===== config.mk =====
export PLATFORM = sky130hd
export DESIGN_NAME = j1p
export DESIGN_NICKNAME = d
export VERILOG_FILES = /design/src/rtl/j1p.sv
export SDC_FILE = /design/constraint.sdc
export NUM_CORES = 1
export LEC_CHECK = 0
export ABC_AREA = 0
export CORE_MARGIN = 2
export CORE_UTILIZATION = 50
export CTS_CLUSTER_SIZE = 25
export DETAILED_ROUTE_END_ITERATION = 7
export DONT_BUFFER_PORTS = 1
export PLACE_DENSITY = 0.68
export SLEW_MARGIN = 20
export SYNTH_ARGS = -nofsm -noshare
export SYNTH_HDL_FRONTEND = slang
export SYNTH_SLANG_ARGS = --single-unit

===== constraint.sdc =====
create_clock -name sys_clk_i -period 4.5 [get_ports sys_clk_i]
set_input_delay 0.45 -clock sys_clk_i [delete_from_list [all_inputs] [get_ports sys_clk_i]]
set_output_delay 0.45 -clock sys_clk_i [all_outputs]
set_load 0.1 [all_outputs]

===== src/rtl/j1p.sv =====
// J1P: J1-style stack CPU with one instruction per cycle and stall-on-I/O.
// Sticky stack under/overflow detection is built only when J1P_STACK_CHECK_EN is defined.

module j1p #(
   parameter int WIDTH        = 16,
   parameter int DSTACK_DEPTH = 32,
   parameter int RSTACK_DEPTH = 32
) (
   input  logic             sys_clk_i,
   input  logic             sys_rst_ni,
   output logic [12:0]      code_addr,
   input  logic [15:0]      code_din,
   output logic [12:0]      mem_addr,
   output logic [WIDTH-1:0] mem_dout,
   output logic             mem_we,
   input  logic [WIDTH-1:0] mem_din,
   output logic             io_rd,
   output logic             io_wr,
   output logic [WIDTH-1:0] io_addr,
   output logic [WIDTH-1:0] io_dout,
   input  logic [WIDTH-1:0] io_din,
   input  logic             io_ack,
   output logic [1:0]       dstk_err,
   output logic [1:0]       rstk_err
);

   localparam int DW = $clog2(DSTACK_DEPTH);
   localparam int RW = $clog2(RSTACK_DEPTH);

   typedef enum logic [1:0] {
      TAG_JMP  = 2'b00,
      TAG_ZBR  = 2'b01,
      TAG_CALL = 2'b10,
      TAG_ALU  = 2'b11
   } tag_e;

   logic [12:0]      pc_q, pc_d;
   logic [WIDTH-1:0] t_q, t_d;
   logic [DW-1:0]    dsp_q, dsp_d;
   logic [RW-1:0]    rsp_q, rsp_d;

   logic [WIDTH-1:0] dstack [DSTACK_DEPTH];
   logic [WIDTH-1:0] rstack [RSTACK_DEPTH];

   logic [WIDTH-1:0] n_w, r_w, alu_res, depth_v, rstk_wdata;
   logic             is_lit, is_alu, io_sel, io_rd_req, io_wr_req, stall, run_en;
   logic             dstk_we, rstk_we;
   logic signed [1:0] dd_s, rd_s;
   logic [3:0]       alu_op;
   tag_e             tag;
   logic             unused_bits;

   assign n_w    = dstack[dsp_q];
   assign r_w    = rstack[rsp_q];
   assign is_lit = code_din[15];
   assign tag    = tag_e'(code_din[14:13]);
   assign is_alu = !is_lit && (tag == TAG_ALU);
   assign alu_op = code_din[11:8];
   assign io_sel = |t_q[WIDTH-1:14];

   // I/O handshake: io_rd/io_wr act as "valid" and stay high while the
   // instruction is re-fetched; io_ack is "ready" and the access retires in
   // the cycle it is high. io_ack is meaningless when no strobe is raised.
   assign io_rd_req = is_alu && (alu_op == 4'hC) && io_sel;
   assign io_wr_req = is_alu && code_din[5] && io_sel;
   assign stall     = (io_rd_req || io_wr_req) && !io_ack;
   assign run_en    = sys_rst_ni && !stall;

   always_comb begin
      depth_v       = '0;
      depth_v[7:0]  = 8'(dsp_q);
      depth_v[15:8] = 8'(rsp_q);
   end

   always_comb begin
      alu_res = t_q;
      case (alu_op)
         4'h0: alu_res = t_q;
         4'h1: alu_res = n_w;
         4'h2: alu_res = t_q + n_w;
         4'h3: alu_res = t_q & n_w;
         4'h4: alu_res = t_q | n_w;
         4'h5: alu_res = t_q ^ n_w;
         4'h6: alu_res = ~t_q;
         4'h7: alu_res = {WIDTH{n_w == t_q}};
         4'h8: alu_res = {WIDTH{$signed(n_w) < $signed(t_q)}};
         4'h9: alu_res = n_w >> t_q[4:0];
         4'hA: alu_res = t_q - WIDTH'(1);
         4'hB: alu_res = r_w;
         4'hC: alu_res = io_sel ? io_din : mem_din;
         4'hD: alu_res = n_w << t_q[4:0];
         4'hE: alu_res = depth_v;
         4'hF: alu_res = {WIDTH{n_w < t_q}};
         default: alu_res = t_q;
      endcase
   end

   always_comb begin
      pc_d       = pc_q + 13'd1;
      t_d        = t_q;
      dd_s       = 2'sb00;
      rd_s       = 2'sb00;
      dstk_we    = 1'b0;
      rstk_we    = 1'b0;
      rstk_wdata = t_q;
      if (!run_en) begin
         // Hold everything so the same instruction is fetched again.
         pc_d = pc_q;
      end else if (is_lit) begin
         t_d     = WIDTH'(code_din[14:0]);
         dd_s    = 2'sb01;
         dstk_we = 1'b1;
      end else begin
         case (tag)
            TAG_JMP: pc_d = code_din[12:0];
            TAG_ZBR: begin
               if (t_q == '0) pc_d = code_din[12:0];
               t_d  = n_w;
               dd_s = 2'sb11;
            end
            TAG_CALL: begin
               pc_d       = code_din[12:0];
               rd_s       = 2'sb01;
               rstk_we    = 1'b1;
               rstk_wdata = WIDTH'({pc_q + 13'd1, 1'b0});
            end
            TAG_ALU: begin
               t_d     = alu_res;
               if (code_din[12]) pc_d = r_w[13:1];
               dd_s    = $signed(code_din[1:0]);
               rd_s    = $signed(code_din[3:2]);
               dstk_we = code_din[7];
               rstk_we = code_din[6];
            end
            default: pc_d = pc_q;
         endcase
      end
   end

   assign dsp_d = dsp_q + DW'(dd_s);
   assign rsp_d = rsp_q + RW'(rd_s);

   always_ff @(posedge sys_clk_i or negedge sys_rst_ni) begin
      if (!sys_rst_ni) begin
         pc_q  <= '0;
         t_q   <= '0;
         dsp_q <= '0;
         rsp_q <= '0;
      end else begin
         pc_q  <= pc_d;
         t_q   <= t_d;
         dsp_q <= dsp_d;
         rsp_q <= rsp_d;
      end
   end

   // Stack storage carries no reset; pushes land at the post-update pointer.
   always_ff @(posedge sys_clk_i) begin
      if (dstk_we) dstack[dsp_d] <= t_q;
      if (rstk_we) rstack[rsp_d] <= rstk_wdata;
   end

`ifdef J1P_STACK_CHECK_EN
   logic signed [DW+1:0] dsum;
   logic signed [RW+1:0] rsum;
   logic [1:0]           dstk_err_q, rstk_err_q;

   assign dsum = $signed({2'b00, dsp_q}) + (DW+2)'(dd_s);
   assign rsum = $signed({2'b00, rsp_q}) + (RW+2)'(rd_s);

   always_ff @(posedge sys_clk_i or negedge sys_rst_ni) begin
      if (!sys_rst_ni) begin
         dstk_err_q <= '0;
         rstk_err_q <= '0;
      end else begin
         dstk_err_q <= dstk_err_q | {~dsum[DW+1] & dsum[DW], dsum[DW+1]};
         rstk_err_q <= rstk_err_q | {~rsum[RW+1] & rsum[RW], rsum[RW+1]};
      end
   end

   assign dstk_err = dstk_err_q;
   assign rstk_err = rstk_err_q;
`else
   assign dstk_err = 2'b00;
   assign rstk_err = 2'b00;
`endif

   assign code_addr = sys_rst_ni ? pc_d : 13'd0;
   assign mem_addr  = t_q[13:1];
   assign mem_dout  = n_w;
   assign mem_we    = sys_rst_ni && is_alu && code_din[5] && !io_sel;
   assign io_rd     = sys_rst_ni && io_rd_req;
   assign io_wr     = sys_rst_ni && io_wr_req;
   assign io_addr   = t_q;
   assign io_dout   = n_w;

   assign unused_bits = ^{code_din[4], r_w[0], r_w[WIDTH-1:14]};

endmodule


==> impl_metrics.py <==
metrics = {
    "status": {
        "status": "complete, but fails checks",
        "violations": "negative setup slack",
    },
    "synthesis": {
        "synthMuxAreaShare": 0.1598,
        "synthAdderAreaFrac": 0.02145,
        "synth_seq_cells": 1063,
        "synth-seq-area-share": 0.6730,
        "netlist_instances": 2796,
        "synth_top_family_by_area": "multiplexers",
        "post_synth.cell_area_avg_sq_um": 16.86,
        "synthFlopType": "edfxtp_1",
        "yosysWarningCount": 0,
        "async_reset_ff_frac": 0.03669,
        "synthXorXnorAreaFrac": 0.007246,
        "synth_edf_count": 1024,
        "netlist_area_sq_um": 47140,
        "synth_cell_types": 83,
        "synth_simple_gate_area_share": 0.04982,
        "synth_compound_area_frac": 0.06171,
    },
    "cells_and_area": {
        "fin_util": 0.6160,
        "finalNonFillerCells": 4566,
        "final_common_cell": "edfxtp_1",
        "area_growth_pct": 21.96,
        "layout_common_cells": "edfxtp_1, buf_4, mux4_2, mux2i_1, nand2_1",
        "layout.nets": 3348,
        "drive_above_1_share": 0.3622,
        "final_area_sq_um": 57490,
    },
    "timing": {
        "slew_headroom": 0.2200,
        "hold_violations": 0,
        "finClkSkew_ps": 43.85,
        "holdWs_ps": 34.20,
        "rsz0062_at_grt": "yes",
        "drv_slew": 0,
        "period_share": 1.072,
        "min_period_ps": 4826,
        "max_slew.worst_pin.slew_ps": 1166,
        "max_freq_mhz": 207.2,
        "fin_ws_ps": -325.7,
        "setup_viol": 16,
    },
    "placed_design": {
        "dpl.hpwl_mm": 94.22,
        "place_area_sq_um": 51870,
        "io_buffers": 0,
        "gp_routability_congestion": 1.002,
        "dp_cells": 4268,
    },
    "setup_path": {
        "startpoint": "dsp_q[2]",
        "reg2reg_from": "dsp_q[2]",
        "required_ps": 5110,
        "cp_max_fo": 6,
        "crit_type": "register to register",
        "rr_worst_depth": 21,
        "start_kind": "register",
        "timing.rr.end": "io_addr[15]",
        "crit_path_end": "io_addr[15]",
        "cp-end-kind": "register",
        "cp.arrival_ps": 5440,
        "reg2reg_slack_ps": -330,
    },
    "cts": {
        "clk_pin_slew_worst_paths_ps": 70,
        "clk_latency_ps": 710,
        "htree_levels": 3,
        "cts_buffer_depth": 3,
        "clock-sinks": 1063,
        "cts_tree": "yes",
        "numCtsBuffers": 106,
        "cts_root_buf": "clkbuf_16",
    },
    "drt": {
        "drtPass1Iterations": 8,
        "vias": 28900,
        "drcViolationCount": 0,
        "drt_iter0_markers": 3433,
        "postRouteAntennaNets": 0,
        "wl_per_cell_microns": 31.21,
        "routed_wl_mm": 142.5,
        "viasPerCell": 6.329,
    },
    "grt": {
        "antenna_found_initial": 3,
        "overflow": 0,
        "grt_pass1_wl_mm": 204.9,
        "groute.usage.overall": 0.2918,
        "grt_max_degree": 56,
        "grt_pass1_vias": 28970,
    },
    "floorplanning": {
        "die_area_sq_um": 96750,
        "fp.dieW_microns": 311.0,
        "die_h_microns": 311.0,
        "initial_core_util": 0.5051,
        "pin_count": 132,
        "core_area_sq_um": 93330,
        "num_rows": 112,
    },
    "min_path": {
        "hp-class": "input port to register",
        "holdPathStages": 3,
        "min_from": "code_din[15]",
    },
    "job": {
        "drv_cap": 0,
    },
}
[critical path: stages (launching register included)]
cell,delay (ps)
dfrtp_4,550
buf_8,170
buf_4,130
buf_6,120
mux4_2,280
a22o_1,260
a221oi_4,300
buf_6,160
nand3_4,160
buf_6,180
or4_4,490
nor2_4,110
and3_4,180
o21ai_2,50
ha_1,290
a21o_1,190
a41oi_2,200
o21ai_2,100
or4_4,430
a211oi_2,240
a21oi_1,70
nand3_1,70
[synthesized netlist by cell type, types with 30 or more instances]
library cell,number,area (sq um)
a221oi_1,30,262.8
nand2_1,139,521.8
o21ai_0,63,315.3
inv_1,52,195.2
clkbuf_1,85,319.1
edfxtp_1,1024,30750
a22oi_1,63,473.0
buf_4,48,360.4
mux4_2,251,5653
buf_2,33,165.2
a21oi_1,94,470.5
nor2_1,177,664.4
mux2i_1,163,1632
nand3_1,59,295.3
ha_1,76,950.9
dfrtp_1,39,975.9
[registers in the layout, summed over array words and instances (netlist names)]
| register | cells |
|---|---|
| dstack | 512 |
| rstack | 512 |
| io_addr | 16 |
| pc_q | 13 |
| dsp_q | 5 |
| rsp_q | 5 |
[worst min-delay path by stage]
stage / end / slack, ps
after floorplan: dsp_q[0] / 150
after global placement: io_addr[6] / 160
after detailed placement: io_addr[6] / 160
after CTS: io_addr[8] / 3
after global routing: io_addr[3] / 50
final: io_addr[8] / 30
[what timing repair did]
action,CTS,global route
endpoints found under the hold margin,42,0
pin swaps,35,31
hold buffers,3,0
gates cloned,5,1
setup endpoints to repair,26,34
buffers inserted,57,33
gates resized for setup,106,93
[cells by family after synthesis]
family	after synthesis
xor+xnor	39
mux	436
flops	1063
simple gates	510
fa+ha+maj	79
other cells	1
buf+inv	249
compound gates	419
[through the flow]
| step | setup TNS (ps) | worst slack (ps) |
|---|---|---|
| after floorplan | -174390 | -286.1 |
| after global routing | -4928 | -438.7 |
| after detailed placement | -8700 | -745.5 |
| after CTS | -2488 | -245.5 |
| final | -3573 | -325.7 |
| after global placement | -7752 | -606.0 |
[area by class of cell]
| type | instances | area [sq um] |
|---|---|---|
| well taps | 1254 | 1569 |
| repair buffers | 502 | 4758 |
| clock inverters | 76 | 828.3 |
| flip-flops and latches | 1063 | 31800 |
| diodes | 2 | 5.005 |
| inverters | 58 | 242.7 |
| clock buffers | 124 | 2730 |
| fillers | 6708 | 35840 |
| multi-input cells | 1487 | 15550 |
[per-layer routing]
metal / GRT usage / part of all wire / up-vias
met1: 0.4002 / 0.40 / 15090
li1: - / - / 12120
met3: 0.04879 / 0.076 / 279
met4: 0.1006 / 0.036 / 2
met2: 0.4768 / 0.49 / 1411
met5: 0 / 0.000091 / -
Power is not shown: default switching activity piles up to over one toggle a cycle in this logic, so the estimate is an artifact.
